===== src/rtl/uart_arb_pkg.sv =====
// Shared types and helpers for the UART response arbiter.
package uart_arb_pkg;

  typedef enum logic [1:0] {
    IDLE,
    SEND,
    WAIT,
    GAP
  } arb_state_t;

  localparam int unsigned DATA_W   = 8;
  localparam int unsigned MAX_NREQ = 8;
  localparam int unsigned IDX_W    = 3;

  // Round-robin winner: first set request after 'last', wrapping modulo nreq.
  function automatic logic [IDX_W-1:0] rr_pick(input logic [MAX_NREQ-1:0] req,
                                               input logic [IDX_W-1:0]    last,
                                               input int unsigned         nreq);
    logic [IDX_W-1:0] win;
    logic             found;
    int unsigned      j;
    win   = '0;
    found = 1'b0;
    for (int unsigned k = 1; k <= MAX_NREQ; k++) begin
      if (k <= nreq) begin
        j = (32'(last) + k) % nreq;
        if (!found && req[j[IDX_W-1:0]]) begin
          win   = j[IDX_W-1:0];
          found = 1'b1;
        end
      end
    end
    return win;
  endfunction

endpackage


===== src/rtl/rr_arb_pick.sv =====
// Combinational requester selector for uart_resp_arb.
// Build option: UART_RESP_ARB_FIXED_PRI_EN selects fixed priority (lowest index).
module rr_arb_pick
  import uart_arb_pkg::*;
#(
  parameter int unsigned NREQ = 4
) (
  input  logic [NREQ-1:0]         req,
  input  logic [$clog2(NREQ)-1:0] last,
  output logic [$clog2(NREQ)-1:0] pick
);

  localparam int unsigned IW = $clog2(NREQ);

`ifdef UART_RESP_ARB_FIXED_PRI_EN
  logic unused_last;
  assign unused_last = ^last;

  // Lowest set index wins.
  always_comb begin
    logic found;
    pick  = '0;
    found = 1'b0;
    for (int unsigned i = 0; i < NREQ; i++) begin
      if (!found && req[IW'(i)]) begin
        pick  = IW'(i);
        found = 1'b1;
      end
    end
  end
`else
  // Round-robin starting just after the previous owner.
  always_comb begin
    pick = IW'(rr_pick(MAX_NREQ'(req), IDX_W'(last), NREQ));
  end
`endif

endmodule


===== src/rtl/uart_resp_arb.sv =====
// Arbitrates NREQ byte requesters onto one UART response channel:
// one byte per grant, watchdog on resp_sent, fixed idle gap between bytes.
// Build option: UART_RESP_ARB_FIXED_PRI_EN (fixed priority, no last pointer).
module uart_resp_arb
  import uart_arb_pkg::*;
#(
  parameter int unsigned NREQ       = 4,
  parameter int unsigned GAP_CYCLES = 16,
  parameter int unsigned TO_CYCLES  = 65535
) (
  input  logic                clk,
  input  logic                rst,
  input  logic [NREQ-1:0]     req,
  input  logic [8*NREQ-1:0]   req_data,
  output logic [NREQ-1:0]     gnt,
  output logic [NREQ-1:0]     done,
  output logic                send_resp,
  output logic [7:0]          resp,
  input  logic                resp_sent,
  output logic                busy,
  output logic                timeout
);

  localparam int unsigned IW      = $clog2(NREQ);
  localparam int unsigned CNT_MAX = (TO_CYCLES > GAP_CYCLES) ? TO_CYCLES : GAP_CYCLES;
  localparam int unsigned CW      = $clog2(CNT_MAX + 1);
  localparam logic [CW-1:0] ONE      = CW'(1);
  localparam logic [CW-1:0] TO_LOAD  = CW'(TO_CYCLES);
  localparam logic [CW-1:0] GAP_LOAD = (GAP_CYCLES > 0) ? CW'(GAP_CYCLES - 1) : '0;

  arb_state_t     state_q, state_d;
  logic [IW-1:0]  owner_q, owner_d;
  logic [IW-1:0]  last_q;
  logic [IW-1:0]  pick;
  logic [CW-1:0]  wd_q, wd_d;
  logic [CW-1:0]  gap_q, gap_d;
  logic [NREQ-1:0] gnt_d, done_d;
  logic [7:0]     resp_d;
  logic           send_d, busy_d, timeout_d, txn_end;

  rr_arb_pick #(.NREQ(NREQ)) u_pick (
    .req  (req),
    .last (last_q),
    .pick (pick)
  );

`ifdef UART_RESP_ARB_FIXED_PRI_EN
  assign last_q = '0;
`else
  // Round-robin pointer follows the owner of each finished or abandoned byte.
  always_ff @(posedge clk) begin
    if (rst) begin
      last_q <= IW'(NREQ - 1);
    end else if (txn_end) begin
      last_q <= owner_q;
    end
  end
`endif

  // State, counters and registered outputs.
  always_ff @(posedge clk) begin
    if (rst) begin
      state_q   <= IDLE;
      owner_q   <= '0;
      wd_q      <= '0;
      gap_q     <= '0;
      gnt       <= '0;
      done      <= '0;
      send_resp <= 1'b0;
      resp      <= 8'h00;
      busy      <= 1'b0;
      timeout   <= 1'b0;
    end else begin
      state_q   <= state_d;
      owner_q   <= owner_d;
      wd_q      <= wd_d;
      gap_q     <= gap_d;
      gnt       <= gnt_d;
      done      <= done_d;
      send_resp <= send_d;
      resp      <= resp_d;
      busy      <= busy_d;
      timeout   <= timeout_d;
    end
  end

  // Next-state and next-output decode; the watchdog expires on the WAIT
  // cycle where it decrements to zero, so resp_sent in that cycle still wins.
  always_comb begin
    state_d   = state_q;
    owner_d   = owner_q;
    wd_d      = wd_q;
    gap_d     = gap_q;
    gnt_d     = '0;
    done_d    = '0;
    send_d    = 1'b0;
    resp_d    = resp;
    timeout_d = 1'b0;
    txn_end   = 1'b0;
    unique case (state_q)
      IDLE: begin
        if (|req) begin
          resp_d      = req_data[{pick, 3'b000} +: 8];
          owner_d     = pick;
          gnt_d[pick] = 1'b1;
          send_d      = 1'b1;
          state_d     = SEND;
        end
      end
      SEND: begin
        wd_d    = TO_LOAD;
        state_d = WAIT;
      end
      WAIT: begin
        if (resp_sent) begin
          done_d[owner_q] = 1'b1;
          txn_end         = 1'b1;
          if (GAP_CYCLES == 0) begin
            state_d = IDLE;
          end else begin
            gap_d   = GAP_LOAD;
            state_d = GAP;
          end
        end else begin
          if (wd_q != '0) wd_d = wd_q - ONE;
          if (wd_q <= ONE) begin
            timeout_d = 1'b1;
            txn_end   = 1'b1;
            state_d   = IDLE;
          end
        end
      end
      GAP: begin
        if (gap_q == '0) state_d = IDLE;
        else             gap_d   = gap_q - ONE;
      end
      default: state_d = IDLE;
    endcase
    busy_d = (state_d != IDLE);
  end

endmodule


===== config.mk =====
export PLATFORM = sky130hd
export DESIGN_NAME = uart_resp_arb
export DESIGN_NICKNAME = d
export VERILOG_FILES = /design/src/rtl/uart_arb_pkg.sv /design/src/rtl/rr_arb_pick.sv /design/src/rtl/uart_resp_arb.sv
export SDC_FILE = /design/constraint.sdc
export NUM_CORES = 1
export LEC_CHECK = 0
export ABC_AREA = 1
export CORE_MARGIN = 5
export CORE_UTILIZATION = 40
export DETAILED_ROUTE_END_ITERATION = 16
export PLACE_DENSITY = 0.7
export SYNTH_ARGS = -nofsm -noshare
export SYNTH_HDL_FRONTEND = slang
export SYNTH_SLANG_ARGS = --single-unit

===== constraint.sdc =====
create_clock -name clk -period 2.4 [get_ports clk]
set_input_delay 0.48 -clock clk [delete_from_list [all_inputs] [get_ports clk]]
set_output_delay 0.48 -clock clk [all_outputs]
set_load 0.05 [all_outputs]

==> summary.txt, run 1 <==
Compound-Gate Fraction of Synth Area: 12.40%
most frequent cells after synthesis: nand2_1 (87), nor2_1 (70), dfxtp_1 (57), nand3_1 (55), inv_1 (47)
crit-path cells: clkdlybuf4s50_1 -> inv_1 -> nand2_1 -> nand3_1 -> nand2_1 -> nand4_1 -> nand2_1 -> nand2_2 -> nand2_2 -> nor2_4 -> nand2_1 -> nand2_1 -> nor2_1 -> nor2_1
Die Wd: 98.27 um
Post-Syn Instances: 470
DIE AREA: 9657 um2
Seq/Total Area, Yosys: 36.61%
Synth cell types: 33
initial DRC count: 102
ys async rst share: 0%
initial antenna violation count: 0
clock sinks: 57
Final Skew: 0.008016 ns
Area after DPL: 3836 um2
#FFs+latches synth: 57
top-count cell post-synth: nand2_1
post-synthesis xor/xnor area fraction: 1.967%
reg2reg setup slack: 0.39 ns
CP top delay family: simple AND/OR/NAND/NOR gates
CP Capture Type: register
GRT met2 Usage: 26.70%
final period utilization: 89.88%
Main synth FF type: dfxtp_1
multi-input logic area: 1698 um2
Row Count: 32
height of the die: 98.27 um
most used cell, CP: nand2_1
clock slew at reported path FFs: 0.07 ns
worst skew pair latency: 0.34 ns
simple-gate share of the synthesized area: 38.42%
crit start category: input pin
post-route minimum period: 2.157 ns
gpl congestion: 0.8621
final wirelength: 7401 um
ant diodes: 0
max-slew violations: 0
synth top area cells: dfxtp_1 (37%), nand2_1 (10%), nand3_1 (8.8%), nor2_1 (8.4%), inv_1 (5.7%)
CP Depth: 14
PnR worst setup slack: 0.2429 ns
Port-buffer cells: 57
P per Cell Area: 1439 nW/um2
pre-CTS worst setup slack: -0.1372 ns
grt met1 use: 18.84%
# H-tree levels: 3
Final Net Count: 580
worst r2r path cells: 10
Crit path buffers/inverters: 2
Max Buffers Root-to-Sink: 2
outcome: finished clean
Max Cap Viol: 0
Yosys warnings: 0
Num CTS Buffers: 9
vias in the first global route: 3177
vias: 3198
register area: 1141 um2
GR peak layer: met2
Syn Nets: 513
final instance area: 4044 um2
filler cell count: 724
main combinational cell family by area after synthesis: simple AND/OR/NAND/NOR gates
Worst EP required: 2.63 ns
overall global routing resource usage: 16.11%
core area: 7647 um2
Adder-Cell Fraction of Synth Area: 1.606%
dpl hpwl: 5814 um
Syn Area/Cell: 6.631 um2
Setup crit start: req[3]
Initial Util: 40.76%
Mapped Area: 3117 um2
post-synth top area share: 36.61%
Max stage delay on crit path: 0.53 ns
worst-path maximum fanout: 20
Top Ports: 58
share of cells above drive strength 1: 10.52%
CP arrival: 2.39 ns
DRT Pass-1 Iters: 5
leakage: 0.001767 uW
post-synth top area cell: dfxtp_1
Peak VDD IR: 690.4 uV
CP Class: in -> reg
met3 GRT Util: 5.714%
slowest CP cell: clkdlybuf4s50_1
Setup Fix Bufs, Post-CTS: 0
average wire per standard cell: 11.49 um
total global routing overflow: 0
first-pass GRT wire length: 13140 um
FF-to-FF Start: gap_q[0]
Area Growth Syn to Fin: 29.75%
Root Buffer: clkbuf_8
reg2reg end: busy
RSZ-0062 raised after global routing: false
DR vias/cell: 4.966
Max Clk Rate: 463.6 MHz
DRC errors left: 0
number of antenna-violating nets in the routed design: 0
Setup-failing EPs final: 0
slew at the pin closest to its max-slew limit: 0.5478 ns
post-synthesis mux area share: 0%
Worst Hold Class: reg -> reg
Worst setup endpoint: resp[3]
Slew HR: 63.36%
largest net degree at the start of global routing: 21
EDFF count, synth: 0
final hold violations: 0
CTS tree: built
-- registers in the layout (all words and copies together) (netlist names) --
name	count
gap_q	16
wd_q	16
resp	8
done	4
gnt	4
last_q	2
owner_q	2
state_q	2
busy	1
send_resp	1
timeout	1
-- metrics by stage --
stage	setup TNS (ns)	total power [uW]	util, %	std cells	hold WS (ns)
global placement	-0.1574	4865	50.16	628	0.4612
finish	0	5817	52.88	644	0.4777
global route	0	6386	52.88	644	0.5032
CTS	0	5845	52.85	644	0.4765
floorplan	0	4135	-	470	0.4434
detailed placement	-0.7653	4919	50.16	628	0.4664
-- layout make-up --
class / instances / area share (%)
timing repair buffer: 69 / 16.65
inverter: 53 / 4.920
clock inverter: 6 / 1.671
tap: 102 / 3.156
clock buffer: 10 / 3.403
sequential: 57 / 28.22
multi-input combinational: 347 / 41.99
-- layout by cell type, fill, tap and decap left out --
master and instances:
clkdlybuf4s50_1 57, o21ai_1 4, xnor2_1 1, nor2_2 5, nor2_1 69, o21a_1 1, or2_1 1, o31ai_1 2
nor2_4 3, o211ai_1 1, a31oi_1 6, clkbuf_8 10, nor3_1 14, nor4_1 5, clkinvlp_4 2, xor2_1 6
nand2_2 11, bufinv_16 1, dfxtp_1 57, ha_1 4, nand3_2 2, a311oi_1 1, or2_0 1, nand4_1 6
buf_4 11, a21oi_1 31, buf_12 1, inv_1 47, clkinv_4 2, nand3b_1 2, o21ai_0 27, nand4_2 1
nand3_1 55, clkinv_2 1, nand2_1 87, or2_2 1, inv_2 6
-- power breakdown --
part / internal, uW / total (uW) / switching [uW]
logic: 1210 / 3360 / 2150
clock network: 508 / 904 / 396
registers: 1290 / 1550 / 262
total: 3010 / 5820 / 2810
-- logic make-up after synthesis --
logic type	after synthesis
AO/OA/AOI/OAI	73
XOR/XNOR	7
adder cells (fa/ha/maj)	4
buffers and inverters	66
flip-flops	57
AND/OR/NAND/NOR	263
-- worst min path at each step --
| stage | depth (start not counted) | slack [ns] | to | start |
|---|---|---|---|---|
| 5_1_grt | 1 | 0.50 | gap_q[6] | gap_q[6] |
| 2_1_floorplan | 1 | 0.44 | done[0] | owner_q[0] |
| 4_1_cts | 1 | 0.48 | done[0] | owner_q[0] |
| 3_5_place_dp | 1 | 0.47 | done[0] | owner_q[0] |
| 3_3_place_gp | 1 | 0.46 | gap_q[7] | gap_q[7] |
| 6_report | 1 | 0.48 | gap_q[11] | gap_q[11] |
-- repair_timing --
item                       in CTS  in global routing
hold buffers                    0                  0
hold endpoints to repair        0                  0
setup endpoints to repair       0                  2
gates resized for setup         0                  1
-- layer usage --
layer,routed length [um],up-vias
met1,3246,1404
met2,3451,102
met5,0,-
li1,-,1677
met4,136,0
met3,566,15
Note: power is estimated with default switching activity, not from simulation.
==> run 2: changes to the inputs <==
--- a/config.mk
+++ b/config.mk
@@ -6,6 +6,7 @@
 export NUM_CORES = 1
 export LEC_CHECK = 0
 export ABC_AREA = 1
+export CAP_MARGIN = 40
 export CORE_MARGIN = 5
 export CORE_UTILIZATION = 40
 export DETAILED_ROUTE_END_ITERATION = 16
==> results of run 2 <==
No change in the layout: final DEF, timing and power equal those of run 1.
